File: src/rtl/mult_pkg.sv
// mult_pkg: shared constants and enums for the radix-4 Booth multiplier.
// Latency: n/a (types and constants only).
// Backpressure: n/a.
package mult_pkg;

  localparam int DATA_W     = 32;
  localparam int ITER_COUNT = 16;
  // The accumulator carries two guard bits so that +/-2M partial sums never wrap.
  localparam int ACC_W      = DATA_W + 2;
  // Product register layout: {acc[ACC_W-1:0], Q[DATA_W-1:0], q_minus1}.
  localparam int PROD_W     = ACC_W + DATA_W + 1;
  localparam int CNT_W      = 5;

  typedef enum logic [1:0] {IDLE, RUN, DONE} state_t;

  typedef enum logic [2:0] {B_ZERO, B_PM, B_P2M, B_NM, B_N2M} booth_op_t;

endpackage

File: src/rtl/booth_recoder.sv
// booth_recoder: radix-4 Booth digit decoder producing the accumulator addend.
// Latency: purely combinational.
// Backpressure: none.
// Ports: i_bits  - product bits [2:0] (two multiplier bits plus the previous bit)
//        i_mcand - sign-extended multiplicand
//        o_addend - M, 2M, ~M, ~2M or 0
//        o_cin   - carry-in completing the two's-complement negation in the adder
module booth_recoder
  import mult_pkg::*;
(
  input  logic [2:0]       i_bits,
  input  logic [ACC_W-1:0] i_mcand,
  output logic [ACC_W-1:0] o_addend,
  output logic             o_cin
);

  booth_op_t w_op;
  logic [ACC_W-1:0] w_mcand_x2;

  assign w_mcand_x2 = {i_mcand[ACC_W-2:0], 1'b0};

  always_comb begin
    w_op = B_ZERO;
    case (i_bits)
      3'b001, 3'b010: w_op = B_PM;
      3'b011:         w_op = B_P2M;
      3'b100:         w_op = B_N2M;
      3'b101, 3'b110: w_op = B_NM;
      default:        w_op = B_ZERO;
    endcase
  end

  // Negative digits hand back the inverted operand; the adder adds the +1.
  always_comb begin
    o_addend = '0;
    o_cin    = 1'b0;
    case (w_op)
      B_PM:  o_addend = i_mcand;
      B_P2M: o_addend = w_mcand_x2;
      B_NM: begin
        o_addend = ~i_mcand;
        o_cin    = 1'b1;
      end
      B_N2M: begin
        o_addend = ~w_mcand_x2;
        o_cin    = 1'b1;
      end
      default: ;
    endcase
  end

endmodule

File: src/rtl/mult_booth.sv
// mult_booth: sequential radix-4 Booth 32x32 signed multiplier, low-32 result.
// Latency: start sampled at edge N, result_ready high for the cycle after edge N+17.
// Backpressure: none; ctrl_mult is ignored while RUN/DONE, accepted in IDLE only.
// Ports: clock, reset (sync, active-high), ctrl_mult (start), multiplicand, multiplier,
//        result, result_ready (1-cycle pulse), exception (signed overflow), busy (RUN).
// Build option: define MULT_OVERFLOW_EN to compute exception; otherwise it is tied 0.
module mult_booth
  import mult_pkg::*;
(
  input  logic              clock,
  input  logic              reset,
  input  logic              ctrl_mult,
  input  logic [DATA_W-1:0] multiplicand,
  input  logic [DATA_W-1:0] multiplier,
  output logic [DATA_W-1:0] result,
  output logic              result_ready,
  output logic              exception,
  output logic              busy
);

  state_t              r_state;
  state_t              w_state_nxt;
  logic [CNT_W-1:0]    r_cnt;
  logic [ACC_W-1:0]    r_mcand;
  logic [PROD_W-1:0]   r_prod;
  logic [DATA_W-1:0]   r_result;
  logic                r_result_ready;

  logic                w_last_iter;
  logic [ACC_W-1:0]    w_addend;
  logic                w_cin;
  logic [ACC_W-1:0]    w_sum;
  logic [PROD_W-1:0]   w_prod_nxt;

  assign w_last_iter = (r_cnt == CNT_W'(ITER_COUNT - 1));

  booth_recoder u_booth_recoder (
    .i_bits   (r_prod[2:0]),
    .i_mcand  (r_mcand),
    .o_addend (w_addend),
    .o_cin    (w_cin)
  );

  assign w_sum      = r_prod[PROD_W-1 -: ACC_W] + w_addend + {{(ACC_W-1){1'b0}}, w_cin};
  assign w_prod_nxt = $signed({w_sum, r_prod[PROD_W-ACC_W-1:0]}) >>> 2;

  always_ff @(posedge clock) begin
    if (reset) r_state <= IDLE;
    else       r_state <= w_state_nxt;
  end

  always_comb begin
    w_state_nxt = r_state;
    busy        = 1'b0;
    case (r_state)
      IDLE: if (ctrl_mult) w_state_nxt = RUN;
      RUN: begin
        busy = 1'b1;
        if (w_last_iter) w_state_nxt = DONE;
      end
      DONE:    w_state_nxt = IDLE;
      default: w_state_nxt = IDLE;
    endcase
  end

  always_ff @(posedge clock) begin
    if (reset) begin
      r_cnt          <= '0;
      r_mcand        <= '0;
      r_prod         <= '0;
      r_result       <= '0;
      r_result_ready <= 1'b0;
    end else begin
      r_result_ready <= 1'b0;
      case (r_state)
        IDLE: if (ctrl_mult) begin
          r_mcand <= {{(ACC_W-DATA_W){multiplicand[DATA_W-1]}}, multiplicand};
          r_prod  <= {{ACC_W{1'b0}}, multiplier, 1'b0};
          r_cnt   <= '0;
        end
        RUN: begin
          r_prod <= w_prod_nxt;
          r_cnt  <= r_cnt + CNT_W'(1);
        end
        DONE: begin
          // Full 64-bit product lives in r_prod[64:1].
          r_result       <= r_prod[DATA_W:1];
          r_result_ready <= 1'b1;
        end
        default: ;
      endcase
    end
  end

  assign result       = r_result;
  assign result_ready = r_result_ready;

`ifdef MULT_OVERFLOW_EN
  logic              r_exception;
  logic [DATA_W:0]   w_upper;

  // Product bits [63:31]; any disagreement means the value does not fit in 32 signed bits.
  assign w_upper = r_prod[2*DATA_W:DATA_W];

  always_ff @(posedge clock) begin
    if (reset)                r_exception <= 1'b0;
    else if (r_state == DONE) r_exception <= ~((&w_upper) | (~|w_upper));
  end

  assign exception = r_exception;
`else
  assign exception = 1'b0;
`endif

endmodule
File: config.mk
export PLATFORM = sky130hd
export DESIGN_NAME = mult_booth
export DESIGN_NICKNAME = d
export VERILOG_FILES = /design/src/rtl/mult_pkg.sv /design/src/rtl/booth_recoder.sv /design/src/rtl/mult_booth.sv
export SDC_FILE = /design/constraint.sdc
export NUM_CORES = 1
export LEC_CHECK = 0
export ABC_AREA = 0
export CORE_MARGIN = 2
export CORE_UTILIZATION = 35
export DETAILED_ROUTE_END_ITERATION = 16
export PLACE_DENSITY = 0.62
export SETUP_SLACK_MARGIN = 0.3
export SYNTH_ARGS = -nofsm -noshare
export SYNTH_HDL_FRONTEND = slang
export SYNTH_SLANG_ARGS = --single-unit
File: constraint.sdc
create_clock -name clock -period 3.64 [get_ports clock]
set_input_delay 1.092 -clock clock [delete_from_list [all_inputs] [get_ports clock]]
set_output_delay 1.092 -clock clock [all_outputs]
set_load 0.01 [all_outputs]
# Word level (Yosys, flattened, before mapping)
# Index checks and enable logic that the tools add are counted.
[word_totals]
regBits = 139
inputBits = 67
[op_classes]
muxes = 12
reduce_logical = 8
n_addsub = 3
n_bitwise = 2
n_eq_ne = 15
[ops]
columns = ["cell", "count"]
rows = [
  ["$pmux W34 S4", 1],
  ["$pmux W67 S2", 1],
  ["$not A34 Y34", 2],
  ["$mux W67", 1],
  ["$add A34 B1 Y34", 1],
  ["$add A34 B34 Y34", 1],
  ["$eq A3 B2 Y1 const B", 4],
  ["$eq A3 B3 Y1 const B", 4],
  ["$pmux W3 S4", 1],
  ["$pmux W5 S2", 1],
  ["$eq A3 B1 Y1 const B", 2],
  ["$reduce_and A2 Y1", 3],
  ["$reduce_or A2 Y1", 3],
  ["$add A5 B1 Y5 const B", 1],
  ["$eq A5 B4 Y1 const B", 1],
  ["$mux W5", 1],
  ["$mux W2", 2],
  ["$ne A2 B2 Y1 const B", 2],
  ["$pmux W2 S2", 1],
  ["$mux W1", 3],
  ["$eq A2 B1 Y1 const B", 1],
  ["$eq A2 B2 Y1 const B", 1],
  ["$logic_not A2 Y1", 1],
  ["$reduce_bool A2 Y1", 1],
]

# Depth between registers and ports, before layout
# Gate-level depths: netlist (run 1).
[depth]
ltp_word = 8
depth_mapped = 15
mapped_depth_nobuf = 13

# Modules after synthesis
# Synthesis (run 1) repeated with hierarchy kept, for this count alone.
[hier_totals]
hier_cells = 1039
area_unflattened_um2 = 8114.0
[by_module_without_submodules]
columns = ["mod", "seq_area_each_um2", "area_each_um2", "instances", "cells_each"]
rows = [
  ["mult_booth", 2742.6, 6871.6, 1, 908],
  ["booth_recoder", 0.0, 1242.4, 1, 131],
]

# Least setup slack after synthesis (run 1)
# Ideal clock, no wire load.
[synth_timing]
path_kind = "flip-flop to flip-flop"
from = "register r_prod[2]"
to = "register r_prod[63]"
period_less_slack_ns = 3.425
setup_time_ns = 0.117
stages_incl_launch_ff = 14
t_required_ns = 3.523
arrival_ns = 3.308
path_slack_ns = 0.215
n_path_buf = 3
path_cell_list = "dfxtp_1 > clkbuf_1 > clkbuf_1 > nand2_1 > clkbuf_1 > o21ai_0 > fa_1 > a21oi_1 > nand4b_1 > and3_4 > or4_4 > a2111oi_4 > o21ai_1 > a32o_1"
[synth_between]
elab_chain_cells = 8
elab_cells_between_ends = 19
classes_between = "add/sub: 2; eq/ne: 10; mux: 4; reduce/logical: 3"
[synth_rtl]
columns = ["item", "line", "text"]
rows = [
  ["start: declaration", "mult_booth.sv:25", "logic [PROD_W-1:0] r_prod;"],
  ["start signal: assignment", "mult_booth.sv:78", "r_prod <= {{ACC_W{1'b0}}, multiplier, 1'b0};"],
  ["start signal: assignment", "mult_booth.sv:82", "r_prod <= w_prod_nxt;"],
  ["$eq A3 B3 Y1 (tied with other cells)", "booth_recoder.sv:24", "case (i_bits)"],
  ["$reduce_or A2 Y1", "booth_recoder.sv:24", ""],
  ["$pmux W3 S4 *", "booth_recoder.sv:24", ""],
  ["$eq A3 B3 Y1 (tied with other cells)", "booth_recoder.sv:37", "case (w_op)"],
  ["$pmux W34 S4 / $reduce_or A2 Y1 (equally long branches)", "-", ""],
  ["$add A34 B34 Y34 / $mux W1 (equally long branches)", "mult_booth.sv:44, booth_recoder.sv:37", ""],
  ["$add A34 B1 Y34 *", "mult_booth.sv:44", "assign w_sum = r_prod[PROD_W-1 -: ACC_W] + w_addend + {{(ACC_W-1){1'b0}}, w_cin};"],
  ["$pmux W67 S2 *", "mult_booth.sv:75", "case (r_state)"],
]
# Mark *: on every way between the ends. The rest lies on a longest branch, timed or not.
# A chain may end at the register's enable or synchronous reset.

# Worst setup path in the final report (run 1)
[layout_timing]
from = "register r_prod[0]"
to = "register r_prod[63]"
# Same word-level chain as after synthesis.

==> results of run 1 <==
## power by group
part           internal [W]  switching [W]
Sequential          0.00158      0.0000785
Combinational      0.000359       0.000461
Clock              0.000998       0.000809
## flip-flops by register name, summed over array words and instances (netlist names)
register and count:
r_cnt 5, r_prod 65, r_state 2, result 32, r_mcand 32, result_ready 1
## worst reg2reg max path: cells and delay by family (launching register included)
family / cells / cell delay, ns
buffers and inverters: 2 / 0.32
adders and majority gates: 1 / 0.34
xor gates and xnor gates: 1 / 0.19
and+or+nand+nor: 3 / 0.95
AOI/OAI and AO/OA: 6 / 1.01
DFF: 1 / 0.37
## cell usage after synthesis, types with 2 or more instances
| cell | count | area share |
|---|---|---|
| a211oi_1 | 6 | 0.0059 |
| nand4_1 | 11 | 0.0090 |
| nand2b_1 | 4 | 0.0033 |
| a21oi_1 | 113 | 0.074 |
| nor4_1 | 2 | 0.0016 |
| a21o_1 | 7 | 0.0069 |
| a32o_1 | 2 | 0.0026 |
| o311ai_0 | 2 | 0.0023 |
| inv_1 | 11 | 0.0054 |
| xnor2_1 | 7 | 0.0080 |
| nand2_1 | 241 | 0.12 |
| buf_4 | 2 | 0.0020 |
| nor2b_1 | 5 | 0.0041 |
| a21boi_0 | 2 | 0.0020 |
| nand3_1 | 18 | 0.012 |
| clkbuf_8 | 7 | 0.013 |
| a31oi_1 | 6 | 0.0049 |
| o221ai_1 | 2 | 0.0023 |
| o21a_1 | 7 | 0.0069 |
| o31ai_1 | 5 | 0.0049 |
| dfxtp_1 | 137 | 0.36 |
| o211ai_1 | 5 | 0.0049 |
| or3_1 | 3 | 0.0025 |
| o22ai_1 | 2 | 0.0016 |
| o21ai_0 | 57 | 0.037 |
| or2_2 | 2 | 0.0016 |
| mux2i_1 | 2 | 0.0026 |
| a22oi_1 | 31 | 0.030 |
| fa_1 | 2 | 0.0052 |
| a311oi_1 | 32 | 0.037 |
| nor3_1 | 9 | 0.0059 |
| a221o_1 | 2 | 0.0026 |
| a211o_1 | 3 | 0.0034 |
| clkbuf_1 | 65 | 0.032 |
| ha_1 | 34 | 0.056 |
| and2_1 | 3 | 0.0025 |
| nand4b_1 | 2 | 0.0023 |
| xor2_1 | 42 | 0.048 |
| o21bai_1 | 4 | 0.0039 |
| and3_1 | 8 | 0.0065 |
| nor2_1 | 69 | 0.034 |
## final cells by class
type / instances / area share
Multi-Input combinational cell: 776 / 0.4716
Clock buffer: 17 / 0.04338
Sequential cell: 137 / 0.2812
Inverter: 11 / 0.004211
Clock inverter: 15 / 0.01965
Timing Repair Buffer: 149 / 0.1442
Tap cell: 280 / 0.03573
## per-layer routing
metal,wire length (um),up-vias,track usage
met3,859,33,0.03713
met2,9881,154,0.2977
li1,-,3716,-
met1,10140,3470,0.2481
met5,0,-,0
met4,374,0,0.05602
## kinds of logic after synthesis
family                     Yosys count
DFF                                137
xor gates and xnor gates            49
muxes                                3
buffers and inverters               87
other                                1
AOI/OAI and AO/OA                  302
and+or+nand+nor                    385
adders and majority gates           36
## what timing repair did
action	4_1_cts	5_1_grt
gates resized for setup	7	37
pin swaps	2	12
cloned	0	1
setup buffers	2	17
setup endpoints to repair	14	18
## per-stage QoR
step                setup slack (ns)  total power, W    util
floorplan                     0.3779        0.002213       -
global placement              0.2491        0.002430  0.4112
detailed placement            0.1450        0.002438  0.4112
CTS                           0.2613        0.004270  0.4416
global route                  0.2286        0.004499  0.4535
finish                        0.3638        0.004285  0.4535
## worst paths after layout
check / startpoint / to / slack [ns]
hold / removal: result[19]$_SDFFE_PP0P_ / result[19]$_SDFFE_PP0P_ / 0.45
setup reg to reg: r_prod[0]$_SDFFE_PP0P_ / r_prod[63]$_SDFFE_PP0P_ / 0.36
setup / recovery: r_prod[0]$_SDFFE_PP0P_ / r_prod[63]$_SDFFE_PP0P_ / 0.36
hold reg to reg: result[19]$_SDFFE_PP0P_ / result[19]$_SDFFE_PP0P_ / 0.45
==> impl_results.md, run 1 <==
- Placed Cells: between 1000 and 1500
- Fmax: 305.2 MHz
- Vias in the first global route: around 6900
- Tcrit/Tclk final: 0.9001
- Worst hold path class: reg2reg
- Hold-critical path depth: 2
- Measured slew at the worst slew-check pin: 0.8275 ns
- Most frequent cells in the layout: nand2_1, dfxtp_1, a21oi_1
- Top_reg_cell synth: dfxtp_1
- Post-route ant nets: 0
- Post-Synth Adder-Cell Area: 0.06088
- Mux contribution to synthesized area: 0.004092
- Fin Setup TNS: 0 ns
- Register area share after synthesis: 0.3588
- Status: completed
- Crit-path max FO: 11
- Largest family of logic cells by synthesized area: compound AO/OA/AOI/OAI gates
- Crit Path Category: reg2reg
- Top Ports: 102
- First-iteration detailed-routing DRC count: 506
- WP buf/inv: 2
- Antenna violations before repair: 1
- Setup crit start kind: register
- Post-Synth Simple-Gate Area: 0.2121
- Leakage power total: approximately 3.8 nW
- Final Routed Wirelength: between 20 and 25 mm
- Syn Inst Count: 1000
- CTS Buf Count: 17
- Post-synth ARST share: 0
- CP max stage delay: around 0.58 ns
- Pwr/cell area: 437.0 nW/um^2
- Req. time, crit path: 3.97 ns
- Synth-to-Final Area Change: 28.27%
- Net Count, Synth: roughly 1100
- Reg clk slew, reported paths: around 0.070 ns
- Worst Skew: 0.01040 ns
- Fill cells: 2177
- Global-route wire length before repair: 34.03 mm
- Max Cap Viol: 0
- Clock Sinks: 137
- Compound-cell area share of the yosys netlist: 0.2538
- Mean post-synth cell area: 7.645 um^2
- Layout cell share with drive strength beyond 1: 0.1186
- CP delay by family, top: compound AO/OA/AOI/OAI gates
- Nets@finish: 1195
- Post-synth EDFFs: 0
- CP max-delay cell: or4_4
- Residual DRC count: 0
- Wire per inst: 15.35 um
- Register bit total from synthesis: roughly 140
- Initial Util: 0.3536
- Layout Cells excl Fill: 1385
- Area after DPL: about 8900 um^2
- DP HPWL: between 10 and 15 mm
- Synthesis warning total: 0
- H-tree Lvls: 4
- Number of port buffers: 100
- Multi-input logic area: about 4600 um^2
- Element type at the critical path end: register
- Mapped cell area: 7645 um^2
- Die width: 151.8 um
- Core ar.: 21620 um^2
- Fin. Hold Viols: 0
- Final GP Congestion: 0.8701
- Crit-path cells: xor2_2, buf_6, buf_4, a22oi_1, o21ai_1, ha_2, a21oi_1, and3_1, and3_4, or4_4, a2111oi_4, o21ai_1, a32o_1
- Most common cell after layout, fill and taps aside: nand2_1
- Storage cell area: 2758 um^2
- Die Span Y: 151.8 um
- Post-DR vias/cell: 5.323
- Pin count of the biggest net entering global routing: 85
- Num rows: 54
- Netlist cell types: 67
- Hold slack final: 0.4549 ns
- Worst path most repeated cell: o21ai_1
- Worst Path Arrival: between 3 and 4 ns
- Max Root-Sink Buffers: 2
- Xor and xnor area share after synthesis: 0.05614
- Pre-Repair DR Iteration Count: 5
- Crit path depth: 13
- Relative max-transition margin: 0.4483
- Total die area: 23040 um^2
- RSZ-0062 raised after global routing: true
- Fin crit period: 3.276 ns
- Root Driver: clkbuf_16
- Clock latency on the worst-skew pair: between 0.4 and 0.5 ns
- N_diodes: 0
- FF-to-FF path depth: 13
- Cell area after layout: 9806 um^2
- Via count: 7373
- Max IR drop VDD: 0.0003410 V
- Setup violators final: 0
- Remaining global-route overflow: 0
- Hold_buf cts: 0
- Slew Limit Fails: 0
- CTS tree: done
- Total Routing Usage GR: 0.1843
No activity file was read; power rests on OpenSTA's default activity.
==> run 2, diff against run 1 <==
ABC_AREA = 1   (was 0)
==> run 2 against run 1 <==
  * Clock power shrank 8%
  * Routed wire length rose by 10%
  * First-iteration DRC count is 1.4% higher
  * Total power is 2.7% lower
==> impl_results.md, run 2 <==
- Residual DRC count: 0
- Post_cts resized: 0
- Mapped cell area: about 8000 um^2
- Fmax: 319.2 MHz
- Element type at the critical path end: register
- Synthesis warning total: 0
- Max Cap Viol: 0
- Metal2 WL: 10.53 mm
- Clock Sinks: 137
- Cell area after layout: 9771 um^2
- Post-synth top cells: nand2_1, nor2_1, dfxtp_1
- Compound-cell area share of the yosys netlist: 0.2716
- Tcrit/Tclk final: 0.8607
- Worst Path Arrival: 3.48 ns
- Post-Synth Adder-Cell Area: 0.05831
- Root Driver: clkbuf_16
- Most common cell after layout, fill and taps aside: nand2_1
- Core ar.: between 20000 and 25000 um^2
- Most common cell in the synthesized netlist: nand2_1
- Fin crit period: 3.133 ns
- Fin. Hold Viols: 0
- Global-route wire length before repair: roughly 38 mm
- Pre-Repair DR Iteration Count: 5
- Biggest register: r_prod
- Post-DR vias/cell: 5.181
- Worst Skew: between 0.01 and 0.015 ns
- Remaining global-route overflow: 0
- Status: completed
- Die width: 155.0 um
- Worst path most repeated cell: nand2_1
- Max IR drop VDD: roughly 0.00024 V
- RSZ-0062 raised after global routing: false
- Most frequent cells in the layout: nand2_1, nor2_1, dfxtp_1
- Post-route ant nets: 0
- Met3 WL: ~850 um
- Number of port buffers: 100
- Largest area contributor in the netlist: dfxtp_1
- Wire per inst: 15.34 um
- CP max-delay cell: fa_1
- Num rows: 55
- Uppermost layer routed: met4
- DRT met1 WL: ~12 mm
- Xor and xnor area share after synthesis: 0
- Crit Path Category: reg2reg
- Multi-input logic area: 4478 um^2
- Total die area: 24030 um^2
- Top cell type's share of synthesized area: 0.3436
- Mux contribution to synthesized area: 0
- Clock latency on the worst-skew pair: 0.43 ns
- Hold_buf cts: 0
- Reg clk slew, reported paths: 0.07 ns
- Post-synth EDFFs: 0
- Net Count, Synth: approximately 1300
- Crit-path cells: inv_1, nand3_1, nand2_1, inv_1, buf_6, nand2_1, fa_1, fa_1, nand3_1, nand2_2, nand3_1, nand2_2, nand2_1, nand2_2, nand2_1, nand2_1, nand2_1, nand3_1, a21oi_1
- Req. time, crit path: 3.99 ns
- Ranking of synthesized cells by area: dfxtp_1, nand2_1, a21oi_1
- Post-synth ARST share: 0
- First-iteration detailed-routing DRC count: 513
- Total power: 0.004167 W
- Fin Setup TNS: 0 ns
- Final GP Congestion: 0.9032
- CP max stage delay: 0.48 ns
- Post-CTS Setup Bufs: 0
- Setup crit start kind: register
- N_diodes: 0
- Total Routing Usage GR: 0.1979
- Nets@finish: 1335
- Crit-path max FO: 20
- Antenna violations before repair: 0
- Layout cell share with drive strength beyond 1: 0.07068
- Top_reg_cell synth: dfxtp_1
- Setup violators final: 0
- Register area share after synthesis: 0.3436
- Relative max-transition margin: 0.4037
- CTS Buf Count: 17
- Mean post-synth cell area: 6.899 um^2
- Post-Synth Simple-Gate Area: 0.2287
- Storage cell area: ~2700 um^2
- H-tree Lvls: 4
- Netlist cell types: 35
- Vias in the first global route: between 7000 and 8000
- Area after DPL: 9199 um^2
- Finished Core Util: 0.4342
- Final Routed Wirelength: approximately 23 mm
- Top Ports: 102
- Synth-to-Final Area Change: 22.40%
- Largest family of logic cells by synthesized area: compound AO/OA/AOI/OAI gates
- Initial Util: 0.3547
- Measured slew at the worst slew-check pin: 0.8945 ns
- Syn Inst Count: 1157
- Die Span Y: 155.0 um
- Via count: ~7900
- Register bit total from synthesis: 137
- Leakage power total: between 4 and 5 nW
- Pin count of the biggest net entering global routing: 81
- Worst hold path class: reg2reg
- CTS tree: done
- Slew Limit Fails: 0
- Pwr/cell area: 426.5 nW/um^2
- Max reg flops: 65
- Fill cells: 2319
- DP HPWL: 16.57 mm
- Max Root-Sink Buffers: 2
==> run 2: worst max-delay path: cells and delay by family, from the launching register on <==
kind,cells,cell delay (ns)
compound gates,1,0.16
flops,1,0.37
fa+ha+maj,2,0.92
simple gates,13,1.19
buf+inv,3,0.40
==> run 2: routing by layer <==
| metal | up-vias | track usage |
|---|---|---|
| met5 | - | 0 |
| met4 | 0 | 0.05600 |
| met3 | 23 | 0.03036 |
| met2 | 161 | 0.3172 |
| met1 | 3641 | 0.2763 |
| li1 | 4102 | - |
==> run 2: cell families (layout without fill, tap and decap cells) <==
logic type      Yosys count  after routing
buf+inv                 186            274
simple gates            440            440
fa+ha+maj                36             36
compound gates          357            357
flops                   137            137
other cells               1              1
==> run 2: where the power goes <==
part | switching (W) | internal, W | leakage [nW]
clock network | 0.000751 | 0.000916 | 0.270
registers | 0.0000680 | 0.00159 | 1.12
logic | 0.000516 | 0.000322 | 2.65
total | 0.00133 | 0.00283 | 4.04
==> run 2: path summary, 6_finish.rpt <==
check | start | end | slack, ns | cells after the start
setup reg to reg | r_prod[1]$_SDFFE_PP0P_ | r_prod[61]$_SDFFE_PP0P_ | 0.51 | 19
hold reg to reg | r_cnt[4]$_SDFFE_PP0P_ | r_cnt[4]$_SDFFE_PP0P_ | 0.47 | 2
setup / recovery | r_prod[1]$_SDFFE_PP0P_ | r_prod[61]$_SDFFE_PP0P_ | 0.51 | 19
hold / removal | r_cnt[4]$_SDFFE_PP0P_ | r_cnt[4]$_SDFFE_PP0P_ | 0.47 | 2
==> run 2: stage by stage <==
| step | hold slack [ns] | std cells | setup WS (ns) |
|---|---|---|---|
| after floorplan | 0.4400 | 1157 | 0.7934 |
| after global placement | 0.4492 | 1498 | 0.5446 |
| after detailed placement | 0.4597 | 1498 | 0.4677 |
| after CTS | 0.4701 | 1530 | 0.4394 |
| after global routing | 0.4840 | 1530 | 0.3129 |
| final | 0.4672 | 1530 | 0.5069 |
==> run 2: final cells by class <==
class | count | area share
Clock inverter | 14 | 0.01268
Multi-Input combinational cell | 834 | 0.4583
Clock buffer | 18 | 0.04495
Sequential cell | 137 | 0.2808
Tap cell | 285 | 0.03650
Timing Repair Buffer | 118 | 0.1191
Inverter | 124 | 0.04764
